[config.mk]
export PLATFORM = sky130hd
export DESIGN_NAME = barrido_teclado
export DESIGN_NICKNAME = d
export VERILOG_FILES = /design/src/rtl/barrido_teclado.sv
export SDC_FILE = /design/constraint.sdc
export NUM_CORES = 1
export LEC_CHECK = 0
export ABC_CLOCK_PERIOD_IN_PS = 1900
export BUFFER_PORTS_ARGS = -buffer_cell sky130_fd_sc_hd__buf_2
export CORE_AREA = 2 2 65 67
export CTS_CLUSTER_SIZE = 16
export DETAILED_ROUTE_END_ITERATION = 6
export DIE_AREA = 0 0 67 69
export PLACE_DENSITY = 0.73
export SYNTH_ARGS = -nofsm -noshare
export SYNTH_HDL_FRONTEND = slang
export SYNTH_SLANG_ARGS = --single-unit
[constraint.sdc]
create_clock -name clk -period 1.9 [get_ports clk]
set_clock_uncertainty 0.1 [all_clocks]
set_input_delay 0 -clock clk [delete_from_list [all_inputs] [get_ports clk]]
set_output_delay 0 -clock clk [all_outputs]
set_load 0.05 [all_outputs]
[src/rtl/barrido_teclado.sv]
// barrido_teclado: scans a 4x4 active-low keypad one column at a time.
// The rows pass through a 2-flop synchroniser. A press and a release are
// each debounced, and an accepted press issues a one-cycle strobe with the
// code {row, column}.
// Optional feature macro: TECLADO_REPETICION_EN (auto-repeat while held).
module barrido_teclado #(
    parameter int unsigned CICLOS_COLUMNA     = 1000,
    parameter int unsigned CICLOS_ANTIRREBOTE = 20,
    parameter int unsigned CICLOS_REPETICION  = 250000
) (
    input  logic       clk,
    input  logic       rst_n,
    input  logic [3:0] filas,
    output logic [3:0] columnas,
    output logic [3:0] codigo_tecla,
    output logic       tecla_valida,
    output logic       tecla_presionada
);

    typedef enum logic [1:0] {BARRIDO, CONFIRMAR, PULSADA, LIBERAR} estado_t;

    localparam int unsigned MAX_CA = (CICLOS_COLUMNA > CICLOS_ANTIRREBOTE) ?
                                     CICLOS_COLUMNA : CICLOS_ANTIRREBOTE;
    localparam int unsigned MAX_P  = (MAX_CA > CICLOS_REPETICION) ? MAX_CA : CICLOS_REPETICION;
    localparam int unsigned CW     = $clog2(MAX_P) + 1;
    localparam logic [CW-1:0] FIN_COLUMNA     = CW'(CICLOS_COLUMNA - 1);
    localparam logic [CW-1:0] FIN_ANTIRREBOTE = CW'(CICLOS_ANTIRREBOTE - 1);

    estado_t       estado_q, estado_d;
    logic [CW-1:0] cnt_q, cnt_d;
    logic [1:0]    col_q, col_d;
    logic [1:0]    fila_q, fila_d;
    logic [3:0]    sinc_q, filas_s_q;
    logic [3:0]    codigo_q, codigo_d;
    logic          valida_q, valida_d;
    logic          presionada_q, presionada_d;
    logic          fila_baja;
    logic          rep_pulso;

    // Lowest-index low row wins when several rows are low together.
    function automatic logic [1:0] fila_min(input logic [3:0] f);
        if (!f[0]) return 2'd0;
        if (!f[1]) return 2'd1;
        if (!f[2]) return 2'd2;
        return 2'd3;
    endfunction

    assign fila_baja = ~filas_s_q[fila_q];

    // Two-flop synchroniser for the asynchronous row inputs.
    always_ff @(posedge clk or negedge rst_n) begin
        if (!rst_n) begin
            sinc_q    <= 4'hF;
            filas_s_q <= 4'hF;
        end else begin
            sinc_q    <= filas;
            filas_s_q <= sinc_q;
        end
    end

`ifdef TECLADO_REPETICION_EN
    // A period of 1 would strobe on consecutive cycles, so 2 is the floor.
    localparam int unsigned PERIODO_REP = (CICLOS_REPETICION < 2) ? 2 : CICLOS_REPETICION;
    localparam int unsigned RW          = $clog2(PERIODO_REP) + 1;
    localparam logic [RW-1:0] FIN_REP   = RW'(PERIODO_REP - 1);

    logic [RW-1:0] rep_q, rep_d;

    // Repeat timer: runs only while the key stays held in PULSADA, else cleared.
    always_comb begin
        rep_pulso = 1'b0;
        rep_d     = '0;
        if (estado_q == PULSADA && fila_baja) begin
            if (rep_q == FIN_REP) rep_pulso = 1'b1;
            else                  rep_d     = rep_q + 1'b1;
        end
    end

    // Repeat timer register.
    always_ff @(posedge clk or negedge rst_n) begin
        if (!rst_n) rep_q <= '0;
        else        rep_q <= rep_d;
    end
`else
    assign rep_pulso = 1'b0;
`endif

    // Scan / debounce FSM: next state, counters and output registers.
    always_comb begin
        estado_d     = estado_q;
        cnt_d        = cnt_q;
        col_d        = col_q;
        fila_d       = fila_q;
        codigo_d     = codigo_q;
        valida_d     = 1'b0;
        presionada_d = presionada_q;
        if (valida_q) presionada_d = 1'b1;
        case (estado_q)
            BARRIDO: begin
                if (cnt_q == FIN_COLUMNA) begin
                    cnt_d = '0;
                    if (filas_s_q != 4'hF) begin
                        fila_d   = fila_min(filas_s_q);
                        estado_d = CONFIRMAR;
                    end else begin
                        col_d = col_q + 2'd1;
                    end
                end else begin
                    cnt_d = cnt_q + 1'b1;
                end
            end
            CONFIRMAR: begin
                if (!fila_baja) begin
                    cnt_d    = '0;
                    estado_d = BARRIDO;
                end else if (cnt_q == FIN_ANTIRREBOTE) begin
                    cnt_d    = '0;
                    codigo_d = {fila_q, col_q};
                    valida_d = 1'b1;
                    estado_d = PULSADA;
                end else begin
                    cnt_d = cnt_q + 1'b1;
                end
            end
            PULSADA: begin
                if (!fila_baja) begin
                    cnt_d    = '0;
                    estado_d = LIBERAR;
                end else if (rep_pulso) begin
                    valida_d = 1'b1;
                end
            end
            LIBERAR: begin
                if (fila_baja) begin
                    cnt_d    = '0;
                    estado_d = PULSADA;
                end else if (cnt_q == FIN_ANTIRREBOTE) begin
                    cnt_d        = '0;
                    presionada_d = 1'b0;
                    col_d        = col_q + 2'd1;
                    estado_d     = BARRIDO;
                end else begin
                    cnt_d = cnt_q + 1'b1;
                end
            end
        endcase
    end

    // FSM and output registers.
    always_ff @(posedge clk or negedge rst_n) begin
        if (!rst_n) begin
            estado_q     <= BARRIDO;
            cnt_q        <= '0;
            col_q        <= 2'd0;
            fila_q       <= 2'd0;
            codigo_q     <= 4'd0;
            valida_q     <= 1'b0;
            presionada_q <= 1'b0;
        end else begin
            estado_q     <= estado_d;
            cnt_q        <= cnt_d;
            col_q        <= col_d;
            fila_q       <= fila_d;
            codigo_q     <= codigo_d;
            valida_q     <= valida_d;
            presionada_q <= presionada_d;
        end
    end

    assign columnas         = ~(4'b0001 << col_q);
    assign codigo_tecla     = codigo_q;
    assign tecla_valida     = valida_q;
    assign tecla_presionada = presionada_q;

endmodule

After elaboration in Yosys (flattened, before gate mapping):

Index checks and enable logic that the tools add are counted.

* input bits: 6
* memories kept: 0
* register bits after elaboration: 39
* memory bits (writable): 0
* word-level logic and storage cells: 84
* output and inout bits: 10
* memory bits (read-only): 0
* latch bits: 0

* mux-type cells: 49
* magnitude comparators: 1
* add/subtract/negate cells: 2
* bitwise gates (word level): 2
* shift operators: 1
* reductions and logical operators: 6
* eq/ne operators: 14
* $mul: 0
* divide/modulo/power cells: 0

Operators by type and width (number)
* $mux W19: 5
* $pmux W19 S4: 1
* $mux W2: 17
* $mux W1: 23
* $add A19 B1 Y19 const B: 1
* $eq A19 B10 Y1 const B: 1
* $eq A19 B5 Y1 const B: 1
* $ne A2 B2 Y1 const B: 6
* $reduce_and A5 Y1: 2
* $pmux W2 S4: 1
* $ne A3 B3 Y1 const B: 2
* $reduce_and A3 Y1: 2
* $eq A2 B2 Y1 const B: 2
* $ne A4 B4 Y1 const B: 1
* $not A4 Y4: 1
* $pmux W2 S2: 1
* $shl A1 B2 Y4 const A: 1
* $lt A2 B3 Y1 const B: 1
* $add A2 B1 Y2 const B: 1
* $bmux W1 S2: 1
* $eq A2 B1 Y1 const B: 1
* $logic_not A2 Y1: 1
* $reduce_bool A2 Y1: 1
* $not A1 Y1: 1

Longest topological paths before layout:

Gate-level depths: netlist of the first run.

* word-level depth: 16
* mapped depth: 8

Least setup slack after synthesis of the first run:

No wires, ideal clock.

* path type: register to register
* start: register cnt_q[3]
* end: register cnt_q[12]
* clock period less this slack: 2000 ps
* data required time: 1676 ps
* cell stages (with the launch flop): 8
* library setup time: 124 ps
* arrival: 1776 ps
* slack: -100 ps
* cells stage by stage: dfrtp_1 -> nor4_2 -> nand3_2 -> or2_1 -> buf_2 -> a2bb2oi_4 -> buf_4 -> a21oi_2

* longest elaborated chain between the ends: 4

RTL lines
* start, declared: RTL line 30 `logic [CW-1:0] cnt_q, cnt_d;`
* start signal, assigned: RTL line 161 `cnt_q <= cnt_d;`
* $add A19 B1 Y19 / $eq A19 B5 Y1 (equally long branches)
* $mux W19: RTL line 116, 137
* $mux W19 (on tied branches): RTL line 134, 113
* $pmux W19 S4 (*): RTL line 98 `case (estado_q)`

Mark *: on every way between the ends. The rest lies on a longest branch, timed or not.
A chain may end at the register's enable or synchronous reset.

Final worst setup path of the first run:

* start: register fila_q[0]
* end: register col_q[1]

* longest elaborated chain between the ends: 4

RTL lines
* start, declared: RTL line 32 `logic [1:0] fila_q, fila_d;`
* start signal, assigned: RTL line 163 `fila_q <= fila_d;`
* $bmux W1 S2: RTL line 48 `assign fila_baja = ~filas_s_q[fila_q];`
* $mux W1 (implied by the code): RTL line 48
* $ne A2 B2 Y1 (no source line)
* $reduce_and A5 Y1 (no source line)
* end signal, assigned: RTL line 162 `col_q <= col_d;`
* end, declared: RTL line 31 `logic [1:0] col_q, col_d;`

No other way between the ends. The select of a mux whose other input is x is not followed.

==> results of run 1 <==
==> state kept, by name (all words and copies together) (netlist names), named ones only <==
signal            cells
cnt_q                19
codigo_tecla          4
col_q                 2
estado_q              1
fila_q                2
filas_s_q             4
sinc_q                4
tecla_presionada      1
tecla_valida          1
==> worst min-delay path by stage <==
stage,slack (ns),endpoint
finish,0.23,cnt_q[18]
global route,0.23,sinc_q[3]
CTS,0.23,sinc_q[2]
detailed placement,0.007,sinc_q[3]
global placement,0.007,sinc_q[0]
floorplan,-0.40,asynchronous set/reset pin
==> what timing repair did <==
item                       CTS  global route
hold endpoints to repair    35             0
buffers inserted             1             1
gates resized for setup     10            18
hold buffers                 5             0
setup endpoints to repair   27            30
pin swaps                    3             6
==> cells in the mapped netlist (3+ instances only) <==
cell,number
dfrtp_1,31
nand2_1,14
xnor2_1,14
nor2_1,13
inv_1,12
a21oi_1,11
a21oi_2,10
dfstp_2,8
ha_1,5
mux2_1,5
nand3_1,5
nor3_1,4
xor2_1,4
and4_1,3
nor3_2,3
==> report_power, final <==
| part | total [W] | switching (W) | internal (W) | leakage, nW |
|---|---|---|---|---|
| Combinational | 0.0000460 | 0.0000275 | 0.0000185 | 0.633 |
| Clock | 0.000709 | 0.000314 | 0.000395 | 0.0548 |
| Sequential | 0.000850 | 0.00000469 | 0.000845 | 0.503 |
==> per-layer routing <==
layer  vias to the layer above  GRT usage, %  routed length, µm
met1                       808          26.0               1860
met2                        30          34.9               2310
met5                         -             0                  0
met4                         0          9.98                 87
met3                         8          4.08                140
li1                        753             -                  -
==> cell type report <==
type	instances	area [µm²]	area share, %
Clock inverter	3	46.3	1.69
Multi-Input combinational cell	126	1080	39.6
Tap cell	50	62.6	2.28
Inverter	12	45.0	1.64
Clock buffer	5	68.8	2.51
Sequential cell	39	986	36.0
Timing Repair Buffer	58	447	16.3
==> logic make-up after synthesis <==
logic type | synth area share, %
compound gates | 13.6
xor+xnor | 7.82
fa+ha+maj | 3.10
buf+inv | 3.79
flops | 48.9
mux | 4.41
simple gates | 18.4
==> stage by stage <==
stage / instance area (µm²) / instances / setup WS [ns]
floorplan: 2030 / 181 / -0.0658
global placement: 2420 / 278 / -0.122
detailed placement: 2420 / 278 / -0.170
CTS: 2640 / 292 / -0.0678
global route: 2740 / 293 / -0.157
finish: 2740 / 293 / -0.0635
==> impl_metrics.py, run 1 <==
metrics = {
    "run_status": {
        "status": "finished with violations",
        "violations": "setup timing",
    },
    "sta": {
        "hold_viol_final": 0,
        "setup-tns-final_ns": -0.675,
        "tightestPinTransition_ns": 0.851,
        "holdWs_ns": 0.235,
        "rsz0062_at_grt": "yes",
        "post-route-min-period_ns": 1.96,
        "final.period_utilization_pct": 103,
        "relSlewSlack_pct": 43.3,
        "finalSetupViolCount": 25,
        "slew_violations": 0,
        "setup_slack_ns": -0.0635,
        "fmax_mhz": 509,
    },
    "critical_path": {
        "cp-start-kind": "register",
        "r2r-start": "fila_q[0]",
        "crit_type": "register to register",
        "r2r_end": "col_q[1]",
        "crit_start": "fila_q[0]",
        "arrival_ns": 2.05,
        "reg2reg_depth": 4,
        "critPathMaxStageDelay_ns": 0.60,
        "path_cells": "mux4_2 -> and2_4 -> a22oi_2 -> mux2_4",
        "reg2reg_slack_ns": -0.06,
        "path_buf_inv": 0,
        "setup.worst_path.end": "col_q[1]",
        "cp_max_fo": 7,
        "critical-path-top-delay-family": "multiplexers",
        "cp_slowest_cell": "mux4_2",
        "worstPathRequired_ns": 1.99,
        "critPathCaptureType": "register",
        "worst-path-stages": 4,
    },
    "floorplan": {
        "dieHeight_um": 69,
        "top_level_ports": 16,
        "start_util_pct": 51.5,
        "dieArea_um2": 4620,
        "rows": 23,
        "die_x_um": 67,
        "coreArea_um2": 3910,
    },
    "power_and_ir_drop": {
        "power_density_nw_per_um2": 586,
        "power.leakage_nw": 1.19,
        "total_power_w": 0.00160,
        "max-vdd-ir-drop_mv": 0.570,
    },
    "global_routing": {
        "antenna_found_initial": 0,
        "grt_max_degree": 40,
        "grt_pass1_vias": 1657,
        "grt_pass1_wl_um": 7460,
        "grt_usage_pct": 21.1,
        "grt.overflow.total": 0,
    },
    "placed_design": {
        "io_buffers": 15,
        "gp_congestion": 0.799,
        "dp_hpwl_um": 3000,
    },
    "clocking": {
        "numCtsBuffers": 5,
        "cts_tree": "built",
        "ctsRootBufferMaster": "clkbuf_8",
        "clk_latency_ns": 0.30,
        "cts.clk_slew.worst_paths_ns": 0.08,
        "cts_max_level": 2,
        "cts_buffer_depth": 2,
        "cts.sinks": 39,
    },
    "synth": {
        "yosysSeqAreaShare_pct": 48.9,
        "post-synth-top-area-cell": "dfrtp_1",
        "yosys_register_bits": 39,
        "synthFlopType": "dfrtp_1",
        "yosys_warnings": 0,
        "syn_area_um2": 2020,
        "synth_edf_count": 0,
        "synth.distinct_cells": 45,
        "synth_cells": 181,
        "async_reset_ff_share_pct": 100,
        "synth.area.top_cells": "dfrtp_1 (38%), dfstp_2 (10%), xnor2_1 (6.1%), a21oi_2 (4.3%), ha_1 (3.1%)",
        "syn_nets": 192,
        "synth_top_area_share_pct": 38.5,
        "avgSynthCellArea_um2": 11.1,
    },
    "routing": {
        "ant_nets": 0,
        "vias": 1599,
        "drc_errors": 0,
        "routed_wl_um": 4400,
        "firstDrtPassIters": 4,
        "viasPerCell": 5.46,
        "wl_per_cell_um": 15.0,
        "drt-initial-drc-count": 63,
    },
    "worst_hold_path": {
        "hp-class": "input port to asynchronous set/reset pin",
    },
    "cells_and_area": {
        "antenna_cells": 0,
        "fin_nets": 253,
        "final_common_cell": "buf_4",
        "final_layout_size_suffix_gt1_share_pct": 44.4,
        "postLayoutCoreUtil_pct": 70.0,
        "layout_common_cells": "buf_4 (33), dfrtp_1 (31), buf_2 (15)",
        "fill_cells": 279,
        "synthToLayoutAreaGrowth_pct": 35.9,
    },
    "run": {
        "drv_cap": 0,
    },
}
Note: power is estimated with default switching activity, not from simulation.
==> inputs of run 2 (changes only) <==
==> config.mk (replaced) <==
export PLATFORM = sky130hd
export DESIGN_NAME = barrido_teclado
export DESIGN_NICKNAME = d
export VERILOG_FILES = /design/src/rtl/barrido_teclado.sv
export SDC_FILE = /design/constraint.sdc
export NUM_CORES = 1
export LEC_CHECK = 0
export ABC_AREA = 0
export ABC_CLOCK_PERIOD_IN_PS = 1900
export BUFFER_PORTS_ARGS = -buffer_cell sky130_fd_sc_hd__buf_2
export CELL_PAD_IN_SITES_DETAIL_PLACEMENT = 0
export CELL_PAD_IN_SITES_GLOBAL_PLACEMENT = 2
export CORE_AREA = 2 2 111 59
export CTS_CLUSTER_SIZE = 16
export DETAILED_ROUTE_END_ITERATION = 6
export DIE_AREA = 0 0 113 61
export PLACE_DENSITY_LB_ADDON = 0.1
export SYNTH_ARGS = -nofsm -noshare
export SYNTH_HDL_FRONTEND = slang
export SYNTH_SLANG_ARGS = --single-unit
==> run 2 against run 1 <==
The run ends with DRC, setup timing left. Combinational power grew 12%. Core utilization shrank 17 points. Highest routed layer unchanged. Critical endpoint is now cnt_q[8]. Global-route usage shrank 4.7 points. Wire length grew 24%. Largest cell class unchanged. Die area grew 49%. Clock power grew 17%. Critical path depth grew 2.
==> impl_metrics.py, run 2 (synthesis results as in run 1) <==
metrics = {
    "critical_path": {
        "cp_max_fo": 8,
        "cp-start-kind": "register",
        "reg2reg_depth": 6,
        "worstPathRequired_ns": 1.96,
        "r2r_end": "cnt_q[8]",
        "crit_type": "register to register",
        "setup.worst_path.end": "cnt_q[8]",
        "crit_start": "cnt_q[16]",
        "r2r-start": "cnt_q[16]",
        "reg2reg_slack_ns": -0.11,
        "critPathCaptureType": "register",
        "arrival_ns": 2.07,
    },
    "worst_hold_path": {
        "min_from": "sinc_q[0]",
        "hp-class": "register to register",
    },
    "routing": {
        "wl_per_cell_um": 16.0,
        "vias": 1662,
        "route.layer.met1.wl_um": 3050,
        "wl_met2_um": 2100,
        "ant_nets": 0,
        "viasPerCell": 4.85,
        "dr_wl_met3_um": 275,
        "drc_errors": 1,
        "routed_wl_um": 5470,
        "drt-initial-drc-count": 105,
        "dr.max_layer_used": "met4",
        "firstDrtPassIters": 6,
    },
    "placed_design": {
        "gp_congestion": 0.832,
        "io_buffers": 15,
        "dp_hpwl_um": 3870,
    },
    "sta": {
        "holdWs_ns": 0.256,
        "setup_slack_ns": -0.108,
        "post-route-min-period_ns": 2.01,
        "final.period_utilization_pct": 106,
        "tightestPinTransition_ns": 0.858,
        "finalSetupViolCount": 27,
        "relSlewSlack_pct": 42.8,
        "rsz0062_at_grt": "yes",
        "slew_violations": 0,
        "fmax_mhz": 498,
        "hold_viol_final": 0,
        "setup-tns-final_ns": -1.97,
    },
    "cells_and_area": {
        "synthToLayoutAreaGrowth_pct": 56.0,
        "regMostFlops": "cnt_q",
        "antenna_cells": 0,
        "fin_nets": 276,
        "largest_register_ffs": 19,
        "layout_common_cells": "buf_4 (45), dfrtp_1 (31), buf_2 (15)",
        "final_common_cell": "buf_4",
        "postLayoutCoreUtil_pct": 53.2,
        "final_layout_size_suffix_gt1_share_pct": 54.9,
    },
    "run": {
        "drv_cap": 0,
    },
    "global_routing": {
        "grt.overflow.total": 0,
        "grt_usage_pct": 16.4,
        "antenna_found_initial": 0,
        "grt_pass1_vias": 1607,
        "grt_pass1_wl_um": 8430,
        "grt_max_degree": 40,
    },
    "floorplan": {
        "top_level_ports": 16,
        "start_util_pct": 34.1,
        "dieHeight_um": 61,
        "die_x_um": 113,
        "rows": 20,
        "coreArea_um2": 5910,
        "dieArea_um2": 6890,
    },
    "power_and_ir_drop": {
        "power_density_nw_per_um2": 549,
        "power.leakage_nw": 1.38,
        "max-vdd-ir-drop_mv": 0.341,
    },
    "run_status": {
        "violations": "DRC, setup timing",
        "status": "finished with violations",
    },
    "clocking": {
        "ctsRootBufferMaster": "clkbuf_16",
        "clk_latency_ns": 0.28,
        "cts_buffer_depth": 2,
        "cts.clk_slew.worst_paths_ns": 0.06,
        "cts_max_level": 2,
        "cts_tree": "built",
        "cts.sinks": 39,
        "numCtsBuffers": 5,
    },
}
## run 2: area by class of cell
class / count / area (µm²)
clock buffers: 5 / 125
clock inverters: 3 / 25.0
fillers: 506 / 2760
inverters: 12 / 45.0
multi-input cells: 126 / 1170
flip-flops and latches: 39 / 986
well taps: 77 / 96.3
repair buffers: 81 / 692
## run 2: metrics by stage
step / power [W] / cell area, µm² / cells / worst slack [ns]
final: 0.00173 / 3140 / 343 / -0.108
after global routing: 0.00180 / 3140 / 343 / -0.189
after CTS: 0.00175 / 2890 / 332 / -0.0754
after detailed placement: 0.000905 / 2530 / 315 / -0.189
after global placement: 0.000903 / 2530 / 315 / -0.110
after floorplan: 0.000874 / 2030 / 181 / -0.0658
## run 2: per-layer routing
layer	GRT usage [%]	vias to the layer above
met4	3.31	0
met2	22.5	35
li1	-	799
met3	4.00	4
met5	0	-
met1	25.8	824
## run 2: where the power goes
part | switching (W) | total [W] | internal, W | leakage [nW]
sequential | 0.00000409 | 0.000850 | 0.000846 | 0.503
combinational | 0.0000298 | 0.0000515 | 0.0000217 | 0.810
clock | 0.000336 | 0.000826 | 0.000490 | 0.0700
## run 2: what timing repair did
| action | CTS | global route |
|---|---|---|
| cloned | 0 | 2 |
| gates resized for setup | 28 | 29 |
| hold buffers | 5 | 0 |
| setup buffers | 4 | 9 |
| setup endpoints to repair | 28 | 28 |
| pin swaps | 9 | 14 |
| endpoints found under the hold margin | 35 | 0 |
## run 2: critical path, stage by stage (launching register included)
cell       delay, ns
dfrtp_1         0.40
nor4_2          0.37
nand3_4         0.14
or2_4           0.28
a31oi_4         0.31
clkbuf_16       0.24
a21oi_2         0.05
## run 2: worst min-delay path by stage
stage | to | slack, ns | cells past startpoint
after CTS | filas_s_q[3] | 0.26 | 0
after floorplan | asynchronous set/reset pin | -0.40 | 0
after detailed placement | sinc_q[2] | 0.008 | 1
after global placement | sinc_q[3] | 0.007 | 1
after global routing | filas_s_q[3] | 0.26 | 0
final | filas_s_q[0] | 0.26 | 0
